===== src/rtl/fc2_bias_sequencer_if.sv =====
// Valid/ready bias-vector channel from the FC2 bias sequencer to the accumulator's bias-add stage.
interface fc2_bias_sequencer_if #(
  parameter int unsigned ADDR_W = 2,
  parameter int unsigned LANES  = 16,
  parameter int unsigned BIAS_W = 34
);
  logic                      valid;
  logic                      ready;
  logic [LANES*BIAS_W-1:0]   data;
  logic [ADDR_W-1:0]         batch;

  modport master (output valid, output data, output batch, input ready);
  modport slave  (input valid, input data, input batch, output ready);
endinterface


===== src/rtl/fc2_bias_sequencer.sv =====
// Walks the FC2 bias ROM one batch per handshake; hides the ROM's 1-cycle read latency.
// Optional FC2_BIAS_PREFETCH_EN: pre-reads batch 0 while idle so a sweep starts with data ready.
module fc2_bias_sequencer #(
  parameter int unsigned NUM_BATCH = 2,
  parameter int unsigned ADDR_W    = 2,
  parameter int unsigned LANES     = 16,
  parameter int unsigned BIAS_W    = 34
) (
  input  logic                     clk,
  input  logic                     rstn,
  input  logic                     start_i,
  output logic                     busy_o,
  output logic                     done_o,
  output logic [ADDR_W-1:0]        rom_aa_o,
  output logic                     rom_cena_o,
  input  logic [LANES*BIAS_W-1:0]  rom_qa_i,
  fc2_bias_sequencer_if.master     bias_io
);

  localparam int unsigned DataW = LANES * BIAS_W;

  localparam logic [2:0] StIdle = 3'd0;
  localparam logic [2:0] StRead = 3'd1;
  localparam logic [2:0] StWait = 3'd2;
  localparam logic [2:0] StHold = 3'd3;
  localparam logic [2:0] StDone = 3'd4;

  localparam logic [ADDR_W-1:0] LastBatch = ADDR_W'(NUM_BATCH - 1);

  logic [2:0]        state_q, state_d;
  logic              busy_q, busy_d;
  logic              done_q, done_d;
  logic              valid_q, valid_d;
  logic [DataW-1:0]  data_q, data_d;
  logic [ADDR_W-1:0] batch_q, batch_d;
  logic [ADDR_W-1:0] aa_q, aa_d;
  logic              cena_q, cena_d;
  logic [ADDR_W-1:0] cnt_q, cnt_d;
`ifdef FC2_BIAS_PREFETCH_EN
  logic              pf_q, pf_d;             // current READ/WAIT is a prefetch
  logic              pend_q, pend_d;         // start seen while prefetching
  logic              pref_valid_q, pref_valid_d;
  logic [DataW-1:0]  pref_q, pref_d;
`endif

  always_comb begin
    state_d = state_q;
    busy_d  = busy_q;
    done_d  = 1'b0;
    valid_d = valid_q;
    data_d  = data_q;
    batch_d = batch_q;
    aa_d    = aa_q;
    cena_d  = cena_q;
    cnt_d   = cnt_q;
`ifdef FC2_BIAS_PREFETCH_EN
    pf_d         = pf_q;
    pend_d       = pend_q;
    pref_valid_d = pref_valid_q;
    pref_d       = pref_q;
`endif
    case (state_q)
      StIdle: begin
`ifdef FC2_BIAS_PREFETCH_EN
        if (pref_valid_q) begin
          if (start_i) begin
            valid_d      = 1'b1;
            data_d       = pref_q;
            batch_d      = '0;
            busy_d       = 1'b1;
            cnt_d        = '0;
            pref_valid_d = 1'b0;
            state_d      = StHold;
          end
        end else begin
          aa_d    = '0;
          cena_d  = 1'b0;
          pf_d    = 1'b1;
          pend_d  = start_i;
          state_d = StRead;
        end
`else
        if (start_i) begin
          aa_d    = '0;
          cena_d  = 1'b0;
          busy_d  = 1'b1;
          cnt_d   = '0;
          state_d = StRead;
        end
`endif
      end
      StRead: begin
        cena_d  = 1'b1;
        state_d = StWait;
`ifdef FC2_BIAS_PREFETCH_EN
        if (pf_q && start_i) pend_d = 1'b1;
`endif
      end
      StWait: begin
`ifdef FC2_BIAS_PREFETCH_EN
        if (pf_q) begin
          pf_d   = 1'b0;
          pend_d = 1'b0;
          if (pend_q || start_i) begin
            valid_d = 1'b1;
            data_d  = rom_qa_i;
            batch_d = '0;
            busy_d  = 1'b1;
            cnt_d   = '0;
            state_d = StHold;
          end else begin
            pref_d       = rom_qa_i;
            pref_valid_d = 1'b1;
            state_d      = StIdle;
          end
        end else
`endif
        begin
          valid_d = 1'b1;
          data_d  = rom_qa_i;
          batch_d = cnt_q;
          state_d = StHold;
        end
      end
      StHold: begin
        if (valid_q && bias_io.ready) begin
          valid_d = 1'b0;
          if (cnt_q == LastBatch) begin
            done_d  = 1'b1;
            state_d = StDone;
          end else begin
            cnt_d   = cnt_q + ADDR_W'(1);
            aa_d    = cnt_q + ADDR_W'(1);
            cena_d  = 1'b0;
            state_d = StRead;
          end
        end
      end
      StDone: begin
        busy_d  = 1'b0;
        state_d = StIdle;
      end
      default: state_d = StIdle;
    endcase
  end

  always_ff @(posedge clk) begin
    if (!rstn) begin
      state_q <= StIdle;
      busy_q  <= 1'b0;
      done_q  <= 1'b0;
      valid_q <= 1'b0;
      data_q  <= '0;
      batch_q <= '0;
      aa_q    <= '0;
      cena_q  <= 1'b1;
      cnt_q   <= '0;
`ifdef FC2_BIAS_PREFETCH_EN
      pf_q         <= 1'b0;
      pend_q       <= 1'b0;
      pref_valid_q <= 1'b0;
      pref_q       <= '0;
`endif
    end else begin
      state_q <= state_d;
      busy_q  <= busy_d;
      done_q  <= done_d;
      valid_q <= valid_d;
      data_q  <= data_d;
      batch_q <= batch_d;
      aa_q    <= aa_d;
      cena_q  <= cena_d;
      cnt_q   <= cnt_d;
`ifdef FC2_BIAS_PREFETCH_EN
      pf_q         <= pf_d;
      pend_q       <= pend_d;
      pref_valid_q <= pref_valid_d;
      pref_q       <= pref_d;
`endif
    end
  end

  assign busy_o        = busy_q;
  assign done_o        = done_q;
  assign rom_aa_o      = aa_q;
  assign rom_cena_o    = cena_q;
  assign bias_io.valid = valid_q;
  assign bias_io.data  = data_q;
  assign bias_io.batch = batch_q;

endmodule


===== src/flat_wrapper.sv =====
// flat-port wrapper written by rule: the top's interface ports become plain ports
module fc2_bias_sequencer_flat 
#(
  parameter int unsigned NUM_BATCH = 2,
  parameter int unsigned ADDR_W    = 2,
  parameter int unsigned LANES     = 16,
  parameter int unsigned BIAS_W    = 34
)
  (clk, rstn, start_i, busy_o, done_o, rom_aa_o, rom_cena_o, rom_qa_i, bias_io_valid, bias_io_data, bias_io_batch, bias_io_ready);
  fc2_bias_sequencer_if #(.ADDR_W(ADDR_W), .LANES(LANES), .BIAS_W(BIAS_W)) bias_io_i ();
  input  logic clk;
  input  logic rstn;
  input  logic start_i;
  output logic busy_o;
  output logic done_o;
  output logic [ADDR_W-1:0] rom_aa_o;
  output logic rom_cena_o;
  input  logic [LANES*BIAS_W-1:0] rom_qa_i;
  output wire logic [$bits(bias_io_i.valid)-1:0] bias_io_valid;
  output wire logic [$bits(bias_io_i.data)-1:0] bias_io_data;
  output wire logic [$bits(bias_io_i.batch)-1:0] bias_io_batch;
  input wire logic [$bits(bias_io_i.ready)-1:0] bias_io_ready;
  assign bias_io_valid = bias_io_i.valid;
  assign bias_io_data = bias_io_i.data;
  assign bias_io_batch = bias_io_i.batch;
  assign bias_io_i.ready = bias_io_ready;
  fc2_bias_sequencer #(.NUM_BATCH(NUM_BATCH), .ADDR_W(ADDR_W), .LANES(LANES), .BIAS_W(BIAS_W)) u_core (.clk(clk), .rstn(rstn), .start_i(start_i), .busy_o(busy_o), .done_o(done_o), .rom_aa_o(rom_aa_o), .rom_cena_o(rom_cena_o), .rom_qa_i(rom_qa_i), .bias_io(bias_io_i));
endmodule

===== config.mk =====
export PLATFORM = sky130hd
export DESIGN_NAME = fc2_bias_sequencer_flat
export DESIGN_NICKNAME = d
export VERILOG_FILES = /design/src/rtl/fc2_bias_sequencer_if.sv /design/src/rtl/fc2_bias_sequencer.sv /design/src/flat_wrapper.sv
export SDC_FILE = /design/constraint.sdc
export NUM_CORES = 1
export LEC_CHECK = 0
export CELL_PAD_IN_SITES_DETAIL_PLACEMENT = 0
export CELL_PAD_IN_SITES_GLOBAL_PLACEMENT = 1
export CORE_AREA = 4 4 431 433
export CTS_CLUSTER_DIAMETER = 150
export CTS_CLUSTER_SIZE = 24
export DETAILED_ROUTE_END_ITERATION = 10
export DIE_AREA = 0 0 435 437
export HOLD_SLACK_MARGIN = 0.15
export PLACE_DENSITY_LB_ADDON = 0.1
export SLEW_MARGIN = 10
export SYNTH_ARGS = -nofsm -noshare
export SYNTH_HDL_FRONTEND = slang
export SYNTH_SLANG_ARGS = --single-unit

===== constraint.sdc =====
create_clock -name clk -period 1.76 [get_ports clk]
set_clock_uncertainty 0.05 [all_clocks]
set_input_delay 0.352 -clock clk [delete_from_list [all_inputs] [get_ports clk]]
set_output_delay 0.352 -clock clk [all_outputs]
set_load 0.01 [all_outputs]

==> metrics.txt <==
outcome finished clean; total gr overflow 0; area of the core 0.182 mm^2; global-route wire length before repair 180000 um; worst setup slack for register-to-register paths 0.12 ns; Detailed Routing Iterations Pass 1 5; Warnings, synthesis 0; post-detailed-route DRC marker count 0; initial antenna violation count 27; leak pwr ~0.014 uW; initial detailed-routing violation count 785; remaining antenna violation count 0; number of nets in the synthesized netlist 2968; critical path data required time approximately 1.4 ns; maximum achievable frequency between 500 and 600 MHz; endpoint of the worst-slack reg-to-reg timing path u_core.bias_io.data[469]$_SDFFE_PN0P_; Clock Latency Late Sink 0.66 ns; instance count of the mapped netlist about 2400; Netlist Area Pre-Place 0.0194 mm^2; register area share after synthesis 0.572; number of clock sinks seen by CTS around 560; area after detailed placement about 0.034 mm^2; fill cell instance count of the final layout 20600; Worst Min Path Start rom_qa_i[288]; max-slew violation count 0; Worst Setup EP bias_io_data[138]; routed via count roughly 22000; final critical-path share of the clock period 0.952; kind of launch point of the worst setup path register; library cell used as clock root buffer sky130_fd_sc_hd__clkbuf_16; H-Tree Depth 1; Final TNS setup 0 ns; CP max-delay cell sky130_fd_sc_hd__dfxtp_1; routed wire length per instance 20.7 um; via count of the first global-routing pass 22500; Avg Synthesized Cell Area about 8.0 um^2; first element of the critical path u_core.bias_io.data[138]$_SDFFE_PN0P_; area taken by multi-input logic gates ~0.0071 mm^2; clock tree from TritonCTS built; HPWL reported at the end of detailed placement between 100000 and 150000 um; die width 435 um; I/O pin count 1100; design area 0.0379 mm^2; end-of-flow core utilization 0.208; count of cells along the worst register-to-register path 6; Fin. Hold Viols 0; Cell Chain, Critical Path clkdlybuf4s15_2; starting utilization of the core area 0.107; maximum fanout encountered on the critical timing path 2; data arrival time of the worst path 1.27 ns; Non-Filler Instances 6348; number of nets at the end of the flow 4483; setup repair after global routing missed its margin yes; final critical delay including setup and external delays 1.67 ns; P per Cell Area between 700 and 800 mW/mm^2; clock buffers created by TritonCTS 29; CP Capture Type output pin; cell depth of the worst setup path 1; share of post-route cells with drive strength above 1 0.213; min-delay worst type in -> reg; Yosys cell types 30; port bufs between 1000 and 1500; kind of critical path reg -> out; pin count of the biggest net entering global routing 76; number of synthesized register bits 555; total detailed-routing wirelength 131000 um; area added between synthesis and finish 94.9%; total die area between 0.15 and 0.2 mm^2; launching point of the worst reg2reg path u_core.state_q[1]$_SDFFE_PN0P_; Top Family by Delay on Critical Path flip-flops; Setup Viol. Count Final 0; Via density 3.41; area occupied by registers approximately 0.011 mm^2; Slew Limit Headroom 0.714; number of placed cells counting well taps 5827; delay of the slowest critical-path stage 0.36 ns; Worst Max-Slew Pin Slew 0.430 ns; Longest Clk Path Bufs 3; vertical extent of the die roughly 440 um; all-layer global routing usage 0.131; GPL Wtd Cong 0.765; clock input transition at the sequential cells of the worst setup and hold paths roughly 0.12 ns; number of buffer and inverter instances along the worst setup path 1; IR drop worst, VDD 565 uV; number of max-cap violations 0; floorplan row count 157
==> state kept, by name, summed over array words and instances (netlist names) <==
name / flops
u_core.bias_io.data: 544
u_core.state_q: 3
u_core.bias_io.batch: 2
u_core.rom_aa_o: 2
u_core.bias_io.valid: 1
u_core.busy_o: 1
u_core.done_o: 1
u_core.rom_cena_o: 1
==> kinds of logic (layout without fill, tap and decap cells) <==
logic type | after synthesis | count (layout) | share of synthesized area
buf+inv | 190 | 1713 | 0.0640
flops | 555 | 555 | 0.572
mux | 2 | 2 | 0.00103
other cells | 0 | 21 | 0
compound gates | 559 | 559 | 0.146
simple gates | 1112 | 1112 | 0.217
fa+ha+maj | 1 | 1 | 0.000644
==> repair_timing <==
action	in CTS	in global routing
hold buffers	459	0
endpoints found under the hold margin	459	0
setup endpoints to repair	550	52
pin swaps	0	0
buffers inserted	0	2
gates resized for setup	2163	31
==> where the power goes <==
part	internal (uW)	total (uW)	switching, uW
clock network	3130	8340	5220
logic	3230	6280	3050
registers	13300	13600	355
==> worst reg2reg max path, delay by kind of cell, from the launching register on <==
family / cells / cell delay (ns)
buffers and inverters: 3 / 0.64
AND/OR/NAND/NOR: 2 / 0.39
flip-flops: 1 / 0.36
AO/OA/AOI/OAI: 1 / 0.15
==> final cells by class <==
cell class	count	area share
Clock inverter	7	0.00244
Clock buffer	32	0.0197
Inverter	5	0.000694
Sequential cell	555	0.298
Multi-Input combinational cell	1674	0.187
Timing Repair Buffer	1669	0.412
Antenna cell	21	0.00139
Tap cell	2385	0.0788
==> per-layer routing <==
metal / track usage / wire, um
met5: 0 / 13
met4: 0.0415 / 4350
met3: 0.0291 / 6150
met2: 0.241 / 68000
met1: 0.149 / 52700
==> cell usage in the layout (no fill, tap or decap), drive strengths merged, types with 2 or more instances in the layout <==
cell type      count
clkdlybuf4s15    203
clkbuf            40
nand2           1096
nor4               2
buf              452
dlygate4sd3      459
clkinv             3
mux2i              2
or2                2
inv                8
clkdlybuf4s50    547
a21oi            549
nor2               4
o21a               3
diode             21
dfxtp            555
==> metrics by stage <==
| step | hold WS [ns] | setup slack (ns) | total power (uW) |
|---|---|---|---|
| 6_report | 0.225 | 0.0854 | 28200 |
| 4_1_cts | 0.150 | 0.00000422 | 29300 |
| 2_1_floorplan | 0.391 | 0.365 | 15900 |
| 5_1_grt | 0.162 | -0.0222 | 29900 |
| 3_5_place_dp | 0.396 | -0.0800 | 19900 |
| 3_3_place_gp | 0.391 | -0.0757 | 19900 |
==> Yosys cell counts, drive strengths merged <==
cell / instances / area [um^2]
a21boi: 1 / 7.51
clkbuf: 63 / 236
nor3: 1 / 5.00
nand3: 1 / 5.00
or3: 1 / 6.26
nor2b: 1 / 6.26
mux2i: 2 / 20.0
nor2: 4 / 15.0
inv: 5 / 18.8
or2: 2 / 12.5
buf: 122 / 988
nor4: 2 / 12.5
nand2b: 1 / 6.26
o21a: 3 / 22.5
nand2: 1096 / 4110
nor3b: 1 / 7.51
ha: 1 / 12.5
a211oi: 1 / 7.51
a31o: 1 / 8.76
a31oi: 1 / 6.26
a21oi: 549 / 2750
dfxtp: 555 / 11100
nand4b: 1 / 8.76
o21bai: 1 / 7.51
a221oi: 1 / 15.0
o211ai: 1 / 7.51
or3b: 1 / 8.76
==> worst min path at each step <==
| stage | depth (start not counted) | end | slack [ns] |
|---|---|---|---|
| global route | 3 | u_core.bias_io.data[73]$_SDFFE_PN0P_ | 0.16 |
| CTS | 3 | u_core.bias_io.data[483]$_SDFFE_PN0P_ | 0.15 |
| detailed placement | 2 | u_core.bias_io.data[336]$_SDFFE_PN0P_ | 0.40 |
| global placement | 2 | u_core.bias_io.data[382]$_SDFFE_PN0P_ | 0.39 |
| finish | 3 | u_core.bias_io.data[288]$_SDFFE_PN0P_ | 0.22 |
| floorplan | 1 | u_core.rom_cena_o$_SDFFE_PN1P_ | 0.39 |
Note: power is estimated with default switching activity, not from simulation.
